$ cat src/rtl/mips_pkg.sv
// Shared MIPS core definitions: ALU control codes
// and multiply/divide unit encodings.
package mips_pkg;

  localparam logic [3:0] ALU_AND  = 4'b0000;
  localparam logic [3:0] ALU_OR   = 4'b0001;
  localparam logic [3:0] ALU_ADD  = 4'b0010;
  localparam logic [3:0] ALU_SUB  = 4'b0110;
  localparam logic [3:0] ALU_SLT  = 4'b0111;
  localparam logic [3:0] ALU_SLTU = 4'b1000;
  localparam logic [3:0] ALU_SLL  = 4'b1001;
  localparam logic [3:0] ALU_SRL  = 4'b1010;

  typedef enum logic [1:0] {
    MDU_IDLE = 2'd0,
    MDU_RUN  = 2'd1,
    MDU_DONE = 2'd2
  } mdu_state_t;

  localparam logic MDU_OP_MULTU = 1'b0;
  localparam logic MDU_OP_DIVU  = 1'b1;

endpackage

$ cat src/rtl/mdu_sequencer_alu.sv
// Core 32-bit ALU, combinational, driven by
// the ALU control codes from mips_pkg.
module ALU
  import mips_pkg::*;
(
  input  logic [3:0]  ALUControl,
  input  logic [31:0] Data1,
  input  logic [31:0] Data2,
  input  logic [4:0]  shiftvalue,
  output logic [31:0] ALUResult,
  output logic        zero
);

  always_comb begin
    ALUResult = '0;
    case (ALUControl)
      ALU_AND:  ALUResult = Data1 & Data2;
      ALU_OR:   ALUResult = Data1 | Data2;
      ALU_ADD:  ALUResult = Data1 + Data2;
      ALU_SUB:  ALUResult = Data1 - Data2;
      ALU_SLT:  ALUResult = {31'b0,
                  $signed(Data1) < $signed(Data2)};
      ALU_SLTU: ALUResult = {31'b0, Data1 < Data2};
      ALU_SLL:  ALUResult = Data2 << shiftvalue;
      ALU_SRL:  ALUResult = Data2 >> shiftvalue;
      default:  ALUResult = '0;
    endcase
  end

  assign zero = (ALUResult == '0);

endmodule

$ cat src/rtl/mdu_sequencer.sv
// Multi-cycle MULTU/DIVU unit: one bit per cycle,
// 32 steps, results into HI/LO.
module mdu_sequencer
  import mips_pkg::*;
#(
  parameter int WIDTH = 32
) (
  input  logic             clk,
  input  logic             reset,
  input  logic             start,
  input  logic             op,
  input  logic [WIDTH-1:0] rs_val,
  input  logic [WIDTH-1:0] rt_val,
  output logic             busy,
  output logic             done,
  output logic [WIDTH-1:0] hi,
  output logic [WIDTH-1:0] lo
);

  mdu_state_t       state;
  logic             op_q;
  logic [4:0]       cnt;
  logic [WIDTH-1:0] acc;
  logic [WIDTH-1:0] lo_w;
  logic [WIDTH-1:0] opnd;

  logic [3:0]       alu_ctl;
  logic [WIDTH-1:0] d1;
  logic [WIDTH-1:0] d2;
  logic [WIDTH-1:0] alu_out;
  logic             unused_zero;
  logic [WIDTH-1:0] rem;
  logic             ge;
  logic             carry;
  logic [WIDTH-1:0] acc_nxt;
  logic [WIDTH-1:0] lo_nxt;

  ALU u_alu (
    .ALUControl (alu_ctl),
    .Data1      (d1),
    .Data2      (d2),
    .shiftvalue (5'd0),
    .ALUResult  (alu_out),
    .zero       (unused_zero)
  );

  // ov (acc msb) forces a subtract: the shifted
  // remainder then exceeds any 32-bit divisor.
  always_comb begin
    alu_ctl = ALU_ADD;
    d1      = acc;
    d2      = '0;
    rem     = {acc[WIDTH-2:0], lo_w[WIDTH-1]};
    ge      = 1'b0;
    carry   = 1'b0;
    acc_nxt = acc;
    lo_nxt  = lo_w;
    if (op_q == MDU_OP_DIVU) begin
      alu_ctl = ALU_SUB;
      d1      = rem;
      d2      = opnd;
      ge      = acc[WIDTH-1] | (rem >= opnd);
      acc_nxt = ge ? alu_out : rem;
      lo_nxt  = {lo_w[WIDTH-2:0], ge};
    end else begin
      alu_ctl = ALU_ADD;
      d1      = acc;
      d2      = lo_w[0] ? opnd : '0;
      carry   = (alu_out < acc);
      acc_nxt = {carry, alu_out[WIDTH-1:1]};
      lo_nxt  = {alu_out[0], lo_w[WIDTH-1:1]};
    end
  end

  always_ff @(posedge clk) begin
    if (reset) begin
      state <= MDU_IDLE;
      op_q  <= 1'b0;
      cnt   <= '0;
      acc   <= '0;
      lo_w  <= '0;
      opnd  <= '0;
      busy  <= 1'b0;
      done  <= 1'b0;
      hi    <= '0;
      lo    <= '0;
    end else begin
      unique case (state)
        MDU_IDLE: begin
          if (start) begin
            state <= MDU_RUN;
            busy  <= 1'b1;
            op_q  <= op;
            cnt   <= 5'd31;
            acc   <= '0;
            lo_w  <= op ? rs_val : rt_val;
            opnd  <= op ? rt_val : rs_val;
          end
        end
        MDU_RUN: begin
          acc  <= acc_nxt;
          lo_w <= lo_nxt;
          cnt  <= cnt - 5'd1;
          if (cnt == 5'd0) begin
            state <= MDU_DONE;
            done  <= 1'b1;
            hi    <= acc_nxt;
            lo    <= lo_nxt;
          end
        end
        MDU_DONE: begin
          state <= MDU_IDLE;
          busy  <= 1'b0;
          done  <= 1'b0;
        end
        default: begin
          state <= MDU_IDLE;
          busy  <= 1'b0;
          done  <= 1'b0;
        end
      endcase
    end
  end

endmodule

$ cat config.mk
export PLATFORM = sky130hd
export DESIGN_NAME = mdu_sequencer
export DESIGN_NICKNAME = d
export VERILOG_FILES = /design/src/rtl/mips_pkg.sv /design/src/rtl/mdu_sequencer_alu.sv /design/src/rtl/mdu_sequencer.sv
export SDC_FILE = /design/constraint.sdc
export NUM_CORES = 1
export LEC_CHECK = 0
export BUFFER_PORTS_ARGS = -buffer_cell sky130_fd_sc_hd__buf_2
export CAP_MARGIN = 20
export CORE_AREA = 4 4 143 145
export DETAILED_ROUTE_END_ITERATION = 12
export DIE_AREA = 0 0 147 149
export HOLD_SLACK_MARGIN = 0.06
export PLACE_DENSITY = 0.95
export SKIP_CTS_REPAIR_TIMING = 1
export SYNTH_ARGS = -nofsm -noshare
export SYNTH_HDL_FRONTEND = slang
export SYNTH_SLANG_ARGS = --single-unit
$ cat constraint.sdc
create_clock -name clk -period 15.5 [get_ports clk]
set_input_delay 2.325 -clock clk [delete_from_list [all_inputs] [get_ports clk]]
set_output_delay 2.325 -clock clk [all_outputs]
set_load 0.01 [all_outputs]
=== Word level (Yosys, flattened, before mapping) ===
Cells that the tools add are included.

* Bits in registers: 170
* Bits of input ports: 68
* Word-level logic and storage cells: 66

* Add/sub/neg operators: 3
* Order comparisons: 4
* Eq/ne operators: 10
* Multiplexer cells: 23
* Bitwise logic cells: 5
* Reduce and logical (&&, ||, !) cells: 11

{| class="wikitable"
|+ Operators with widths
! kind !! number
|-
| $mux 32 || 10
|-
| $pmux 32 s7 || 1
|-
| $pmux 32 s2 || 2
|-
| $lt 32x32->1 || 3
|-
| $add 32x32->32 || 1
|-
| $and 32x32->32 || 1
|-
| $ge 32x32->1 || 1
|-
| $or 32x32->32 || 1
|-
| $sub 32x32->32 || 1
|-
| $eq 3x4->1 const B || 3
|-
| $reduce_and 2->1 || 6
|-
| $pmux 5 s2 || 1
|-
| $eq 3x3->1 const B || 2
|-
| $logic_not 5->1 || 1
|-
| $mux 5 || 1
|-
| $sub 5x1->5 const B || 1
|-
| $logic_not 4->1 || 1
|-
| $mux 2 || 2
|-
| $ne 2x2->1 const B || 2
|-
| $pmux 1 s2 || 2
|-
| $pmux 2 s2 || 1
|-
| $eq 3x1->1 const B || 1
|-
| $eq 3x2->1 const B || 1
|-
| $mux 3 || 1
|-
| other kinds (7) || 9
|}

=== Depth between registers and ports, before layout ===
Gate-level depths: netlist (run 1).

* Word-level depth: 7
* Mapped depth: 32
* Depth with buffers taken out: 29

=== Modules after synthesis ===
Synthesis (run 1) repeated with hierarchy kept, for this count alone.

* Cells, all modules: 2458
* Area total of the unflattened synthesis: 19247.2 um2

{| class="wikitable"
|+ By module, submodules not included
! module !! times used !! cells each !! area each (um2)
|-
| mdu_sequencer || 1 || 1131 || 9775.6
|-
| ALU || 1 || 1327 || 9471.6
|}

=== Worst setup path before layout (run 1) ===
No wires, ideal clock.

* Path kind: reg2reg
* Start point: reg lo_w[0]
* End point: reg hi[31]
* Setup time: 0.079 ns
* Arrival: 5.509 ns
* Path slack: 9.912 ns
* Cell stages (with the launch flop): 33
* Clock period less this slack: 5.588 ns
* Cells stage by stage: dfxtp_1 clkbuf_1 clkinv_1 nand2_1 clkbuf_1 nand2_1 ha_1 o21a_1 o21ai_0 nor2_1 o21ai_1 a21oi_1 a211oi_1 a21oi_1 ha_1 clkbuf_1 a21o_1 a21o_1 a21o_1 mux2_2 a311oi_1 o211ai_1 inv_1 ha_1 nand4_1 nor3_1 nand2_1 nor2_1 a2111oi_0 o21ai_0 a21oi_1 nor3_2 a211oi_2

* Cells in the longest elaborated chain, start to end: 6
* Elaborated cells between the ends (all ways): 12
* Those cells by class: add/sub (2); order compare (3); mux (5); bitwise (2)

{| class="wikitable"
|+ Ends and longest elaborated chain
! element !! line !! source
|-
| from (decl) || mdu_sequencer.sv:24 || <nowiki>logic [WIDTH-1:0] lo_w;</nowiki>
|-
| from (signal assigned) || mdu_sequencer.sv:96 || <nowiki>lo_w <= op ? rs_val : rt_val;</nowiki>
|-
| from (signal assigned) || mdu_sequencer.sv:102 || <nowiki>lo_w <= lo_nxt;</nowiki>
|-
| $mux 32 * || mdu_sequencer.sv:68 || <nowiki>d2 = lo_w[0] ? opnd : '0;</nowiki>
|-
| $mux 32 * || mdu_sequencer.sv:58 || <nowiki>if (op_q == MDU_OP_DIVU) begin</nowiki>
|-
| $sub 32x32->32 (tied with other cells) || mdu_sequencer_alu.sv:20 || <nowiki>ALU_SUB: ALUResult = Data1 - Data2;</nowiki>
|-
| $pmux 32 s7 * || mdu_sequencer_alu.sv:16 || <nowiki>case (ALUControl)</nowiki>
|-
| $lt 32x32->1 or $mux 32 (tied branches) || mdu_sequencer.sv:69, mdu_sequencer.sv:63 ||
|-
| $mux 32 * || mdu_sequencer.sv:58 ||
|-
| to (signal assigned) || mdu_sequencer.sv:107 || <nowiki>hi <= acc_nxt;</nowiki>
|-
| to (decl) || mdu_sequencer.sv:16 || <nowiki>output logic [WIDTH-1:0] hi,</nowiki>
|}

Every way passes the cells marked *; elsewhere a longest branch is shown, timed or not.
A chain may end at the register's enable or synchronous reset.

=== Worst setup path in the final report (run 1) ===
* Start point: reg op_q
* End point: reg hi[31]

* Cells in the longest elaborated chain, start to end: 6
* Elaborated cells between the ends (all ways): 22
* Those cells by class: add/sub (2); order compare (3); eq/ne (7); mux (6); bitwise (2); reduce/logical (2)

{| class="wikitable"
|+ Ends and longest elaborated chain
! element !! line !! source
|-
| from (decl) || mdu_sequencer.sv:21 || <nowiki>logic op_q;</nowiki>
|-
| from (signal assigned) || mdu_sequencer.sv:93 || <nowiki>op_q <= op;</nowiki>
|-
| branches (longest 5 deep; another with $sub 32x32->32) || -- ||
|-
| $mux 32 * || mdu_sequencer.sv:58 ||
|}

Mark *: on every way between the ends.

==> metrics, run 1 <==
GRT overflow=0; vias per cell=6.62; PD cells=173 nW/µm²; setup TNS=0 ns; site row count=51; CP Class=flip-flop to flip-flop; Die H=149 µm; Post-DRT Antenna Nets=0; initial antenna violation count=0; Fmax=146 MHz; max incr delay on CP=0.48 ns; Clk Latency, worst-skew pair=0.44 ns; Final Skew=0.0167 ns; H-tree depth=4; required time of the worst setup path=15.86 ns; largest net degree at the start of global routing=107; Starting Density=64.3%; Post-synth ARST share=0%; gr usage total=34.1%; fin crit period=6.84 ns; commonest non-fill, non-tap cell in the layout=nor2_1; synthesized flop and latch total=170; RSZ-0062 raised after global routing=no; die area=21900 µm²; Final Max Slew Viols=0; run status=finished, final reports clean; CTS Buffer Depth=2; most frequent cells in the layout=nor2_1, dfxtp_1, a21oi_1; syn avg cell area=7.71 µm²; port bufs=133; post-synthesis cell area=12300 µm²; CTS tree=built; drc violations=0; share of layout cells above drive strength 1=13.1%; CTS sink count=170; Most used DFF post-synth=dfxtp_1; Via Count=12800; Cells after Synth=1602; worst-path maximum fanout=42; DP Wirelength=27000 µm; Post-Layout Cell Count=1933; final WL=38300 µm; Worst Tran Pin Value=1.09 ns; Final period util=44.1%; Inst Count DP=1900; drt first pass iters=6; max-cap violation count=0; fill count=1413; drt wl/cell=19.8 µm; RD Place Congestion=0.992; sequential area share after synthesis=27.6%; IO Pins=134; die width=147 µm; Ys Warns=0; P&R area growth vs syn=10.8%; Worst path slowest cell=dfxtp_4; Hold WC Path Type=flip-flop to flip-flop; Reg clk slew, reported paths=0.08 ns; Slew HR=27.3%; Post-synth EDFFs=0; Mapped Nets=1769; Antenna diodes=0; CTS root buffer=clkbuf_16; CTS buffer count=17; first-pass GRT wire length=61800 µm; DR iter-0 viols=1553; Crit. End Element=flip-flop; Core Region=19200 µm²; type of origin of the critical path=flip-flop; Final Setup Violations=0; Nets=1822; Leak=5.71 nW; Peak VDD IR=0.000106 V; critical path arrival=7.19 ns; vias in the first global route=12000; Synth cell types=79; final-report hold violation count=0
## through the flow
stage	power [mW]	hold WS (ns)	instance area (µm²)	setup WS, ns	util [%]
6_report	2.37	0.451	13700	8.66	71.2
5_1_grt	2.51	0.467	13700	8.09	71.2
4_1_cts	2.32	0.454	13700	8.85	71.1
3_5_place_dp	1.86	0.443	13000	8.95	67.9
3_3_place_gp	1.82	0.439	13000	9.08	67.9
2_1_floorplan	1.52	0.434	12300	9.91	-
## layout make-up
| type | instances | area (µm²) | share of cell area [%] |
|---|---|---|---|
| timing repair buffer | 147 | 783 | 5.73 |
| clock buffer | 17 | 425 | 3.11 |
| clock inverter | 15 | 203 | 1.48 |
| sequential | 170 | 3410 | 24.9 |
| tap | 265 | 332 | 2.42 |
| multi-input combinational | 1241 | 8230 | 60.2 |
| inverter | 78 | 293 | 2.14 |
## critical path: cells and delay by family, from the launching register on
| kind | cells | cell delay [ns] |
|---|---|---|
| XOR/XNOR | 1 | 0.27 |
| adder cells (fa/ha/maj) | 3 | 0.92 |
| buffers and inverters | 2 | 0.52 |
| flip-flops | 1 | 0.48 |
| AND/OR/NAND/NOR | 8 | 1.23 |
| AO/OA/AOI/OAI | 16 | 3.32 |
## registers in the layout, indices dropped and copies added (netlist names)
name	count
acc	32
state	2
lo	32
opnd	32
busy	1
done	1
op_q	1
cnt	5
lo_w	32
hi	32
## layer usage
metal	global-route usage [%]	vias up	routed length, µm	part of all wire, %
li1	-	5931	-	-
met1	46.1	5930	15800	41
met2	55.1	821	17200	45
met3	5.10	121	3970	10
met4	14.0	0	1370	3.6
met5	0	-	0	0
## final timing paths
path / slack [ns] / to / startpoint / cells after the start
max: 8.66 / hi[31]$_SDFFE_PP0P_ / op_q$_SDFFE_PP0P_ / 30
min: 0.45 / hi[10]$_SDFFE_PP0P_ / hi[10]$_SDFFE_PP0P_ / 2
max reg2reg: 8.66 / hi[31]$_SDFFE_PP0P_ / op_q$_SDFFE_PP0P_ / 30
min reg2reg: 0.45 / hi[10]$_SDFFE_PP0P_ / hi[10]$_SDFFE_PP0P_ / 2
## synth_stat cells, types with 17 or more instances
cell type    n  area, µm²
nor2_1     183        687
a21o_1      34        255
a21oi_1    150        751
nand3_1     30        150
mux2i_1    100       1000
ha_1        98       1230
buf_1       19       71.3
clkbuf_1    92        345
nor3_1      33        165
o211ai_1    18        135
o22ai_1     35        219
nand2_1    138        518
o21ai_0    100        500
inv_1       76        285
a31oi_1     17        106
dfxtp_1    170       3400
xnor2_1     21        184
a211oi_1    86        646
## where the power goes
group,total [mW],internal (mW),switching (mW)
clock network,0.455,0.234,0.221
logic,1.36,0.512,0.853
registers,0.549,0.486,0.0632
total,2.37,1.23,1.14
## kinds of logic after synthesis
logic type | Yosys count | share of synthesized area, %
simple gates | 473 | 17.6
fa+ha+maj | 99 | 10.1
flops | 170 | 27.6
xor+xnor | 32 | 2.27
buf+inv | 191 | 5.90
compound gates | 533 | 28.1
mux | 104 | 8.47
(Power assumes the default switching activity.)
==> run 2: changes to the inputs <==
- CORE_AREA: 4 4 143 145 -> 4 4 149 151
- DIE_AREA: 0 0 147 149 -> 0 0 153 155
- PLACE_DENSITY: 0.95 -> 0.92
- clock period: 15.5 -> 6.5 ns (I/O delays scaled with it)
==> metrics, run 2 (synthesis gave the netlist of run 1 again) <==
commonest non-fill, non-tap cell in the layout=nor2_1; Worst Tran Pin Value=1.08 ns; CTS root buffer=clkbuf_16; RD Place Congestion=0.999; Slew HR=28.0%; worst-path maximum fanout=12; die width=153 µm; Via Count=12600; setup TNS=0 ns; Inst Count DP=1913; drt first pass iters=6; Reg clk slew, reported paths=0.08 ns; CTS tree=built; most frequent cells in the layout=nor2_1, dfxtp_1, a21oi_1; CTS sink count=170; Peak VDD IR=0.000222 V; H-tree depth=4; Starting Density=59.3%; GRT overflow=0; RSZ-0062 raised after global routing=no; critical path arrival=6.23 ns; Final Skew=0.0130 ns; vias per cell=6.45; DR iter-0 viols=1419; initial antenna violation count=0; Leak=5.73 nW; pre-CTS worst setup slack=0.706 ns; Nets=1825; Post-Layout Cell Count=1946; site row count=53; die area=23700 µm²; Worst Slack Setup Final=0.630 ns; CTS buffer count=17; Core Region=20800 µm²; first-pass GRT wire length=60600 µm; Crit. End Element=flip-flop; IO Pins=134; final WL=37900 µm; Final Setup Violations=0; Post-DRT Antenna Nets=0; P&R area growth vs syn=11.1%; Die H=155 µm; type of origin of the critical path=flip-flop; Fmax=170 MHz; PD cells=410 nW/µm²; drt wl/cell=19.5 µm; Hold Slack=0.451 ns; CTS Buffer Depth=2; Hold WC Path Type=flip-flop to flip-flop; required time of the worst setup path=6.86 ns; Final Max Slew Viols=0; vias in the first global route=11700; Antenna diodes=0; final-report hold violation count=0; run status=finished, final reports clean; gr usage total=30.8%; max-cap violation count=0; largest net degree at the start of global routing=154; DP Wirelength=27000 µm; Final period util=90.3%; Clk Latency, worst-skew pair=0.45 ns; fin crit period=5.87 ns; CP Class=flip-flop to flip-flop; port bufs=133; drc violations=0; share of layout cells above drive strength 1=13.3%
==> run 2: worst paths after layout <==
kind                   startpoint                  end  slack [ns]  cells past startpoint
max          lo_w[0]$_SDFFE_PP0P_  hi[31]$_SDFFE_PP0P_        0.63                     25
min           hi[18]$_SDFFE_PP0P_  hi[18]$_SDFFE_PP0P_        0.45                      2
max reg2reg  lo_w[0]$_SDFFE_PP0P_  hi[31]$_SDFFE_PP0P_        0.63                     25
min reg2reg   hi[18]$_SDFFE_PP0P_  hi[18]$_SDFFE_PP0P_        0.45                      2
==> run 2: critical path, cell delays in order (launching register included) <==
cell       delay [ns]
dfxtp_2          0.38
nor2_1           0.47
o21a_1           0.31
o21ai_0          0.28
nor2_1           0.32
o21ai_1          0.20
o31ai_1          0.27
a21oi_1          0.11
ha_1             0.42
a21o_1           0.23
a21o_1           0.20
a21o_1           0.22
mux2_2           0.28
a311oi_1         0.24
o211ai_1         0.21
inv_1            0.09
ha_1             0.24
nand4_1          0.10
nor3_1           0.07
nand2_1          0.08
nor2_1           0.05
a2111oi_0        0.39
o21ai_0          0.17
a21oi_1          0.18
nor3_2           0.08
a211oi_2         0.21
==> run 2: area by class of cell <==
| type | count | area (µm²) |
|---|---|---|
| clock buffer | 17 | 425 |
| multi-input combinational | 1241 | 8230 |
| timing repair buffer | 150 | 818 |
| inverter | 78 | 293 |
| fill | 1722 | 7110 |
| clock inverter | 15 | 191 |
| sequential | 170 | 3410 |
| tap | 275 | 344 |
==> run 2: report_power, final <==
part | leakage [nW] | internal [mW] | switching (mW) | total, mW
logic | 4.04 | 1.22 | 1.99 | 3.22
clock network | 0.300 | 0.560 | 0.536 | 1.10
registers | 1.39 | 1.16 | 0.151 | 1.31
==> run 2: per-stage QoR <==
stage	power, mW	area, µm²	util (%)
2_1_floorplan	3.63	12300	-
3_3_place_gp	4.40	13100	62.8
3_5_place_dp	4.45	13100	62.8
4_1_cts	5.55	13700	65.8
5_1_grt	6.03	13700	65.9
6_report	5.62	13700	65.9
==> run 2: per-layer routing <==
| metal | GRT usage (%) | vias to the layer above | share of wire (%) |
|---|---|---|---|
| met5 | 0 | - | 0 |
| met4 | 10.5 | 0 | 3.1 |
| met3 | 4.56 | 88 | 9.0 |
| met2 | 50.2 | 643 | 45 |
| met1 | 42.0 | 5868 | 43 |
| li1 | - | 5962 | - |
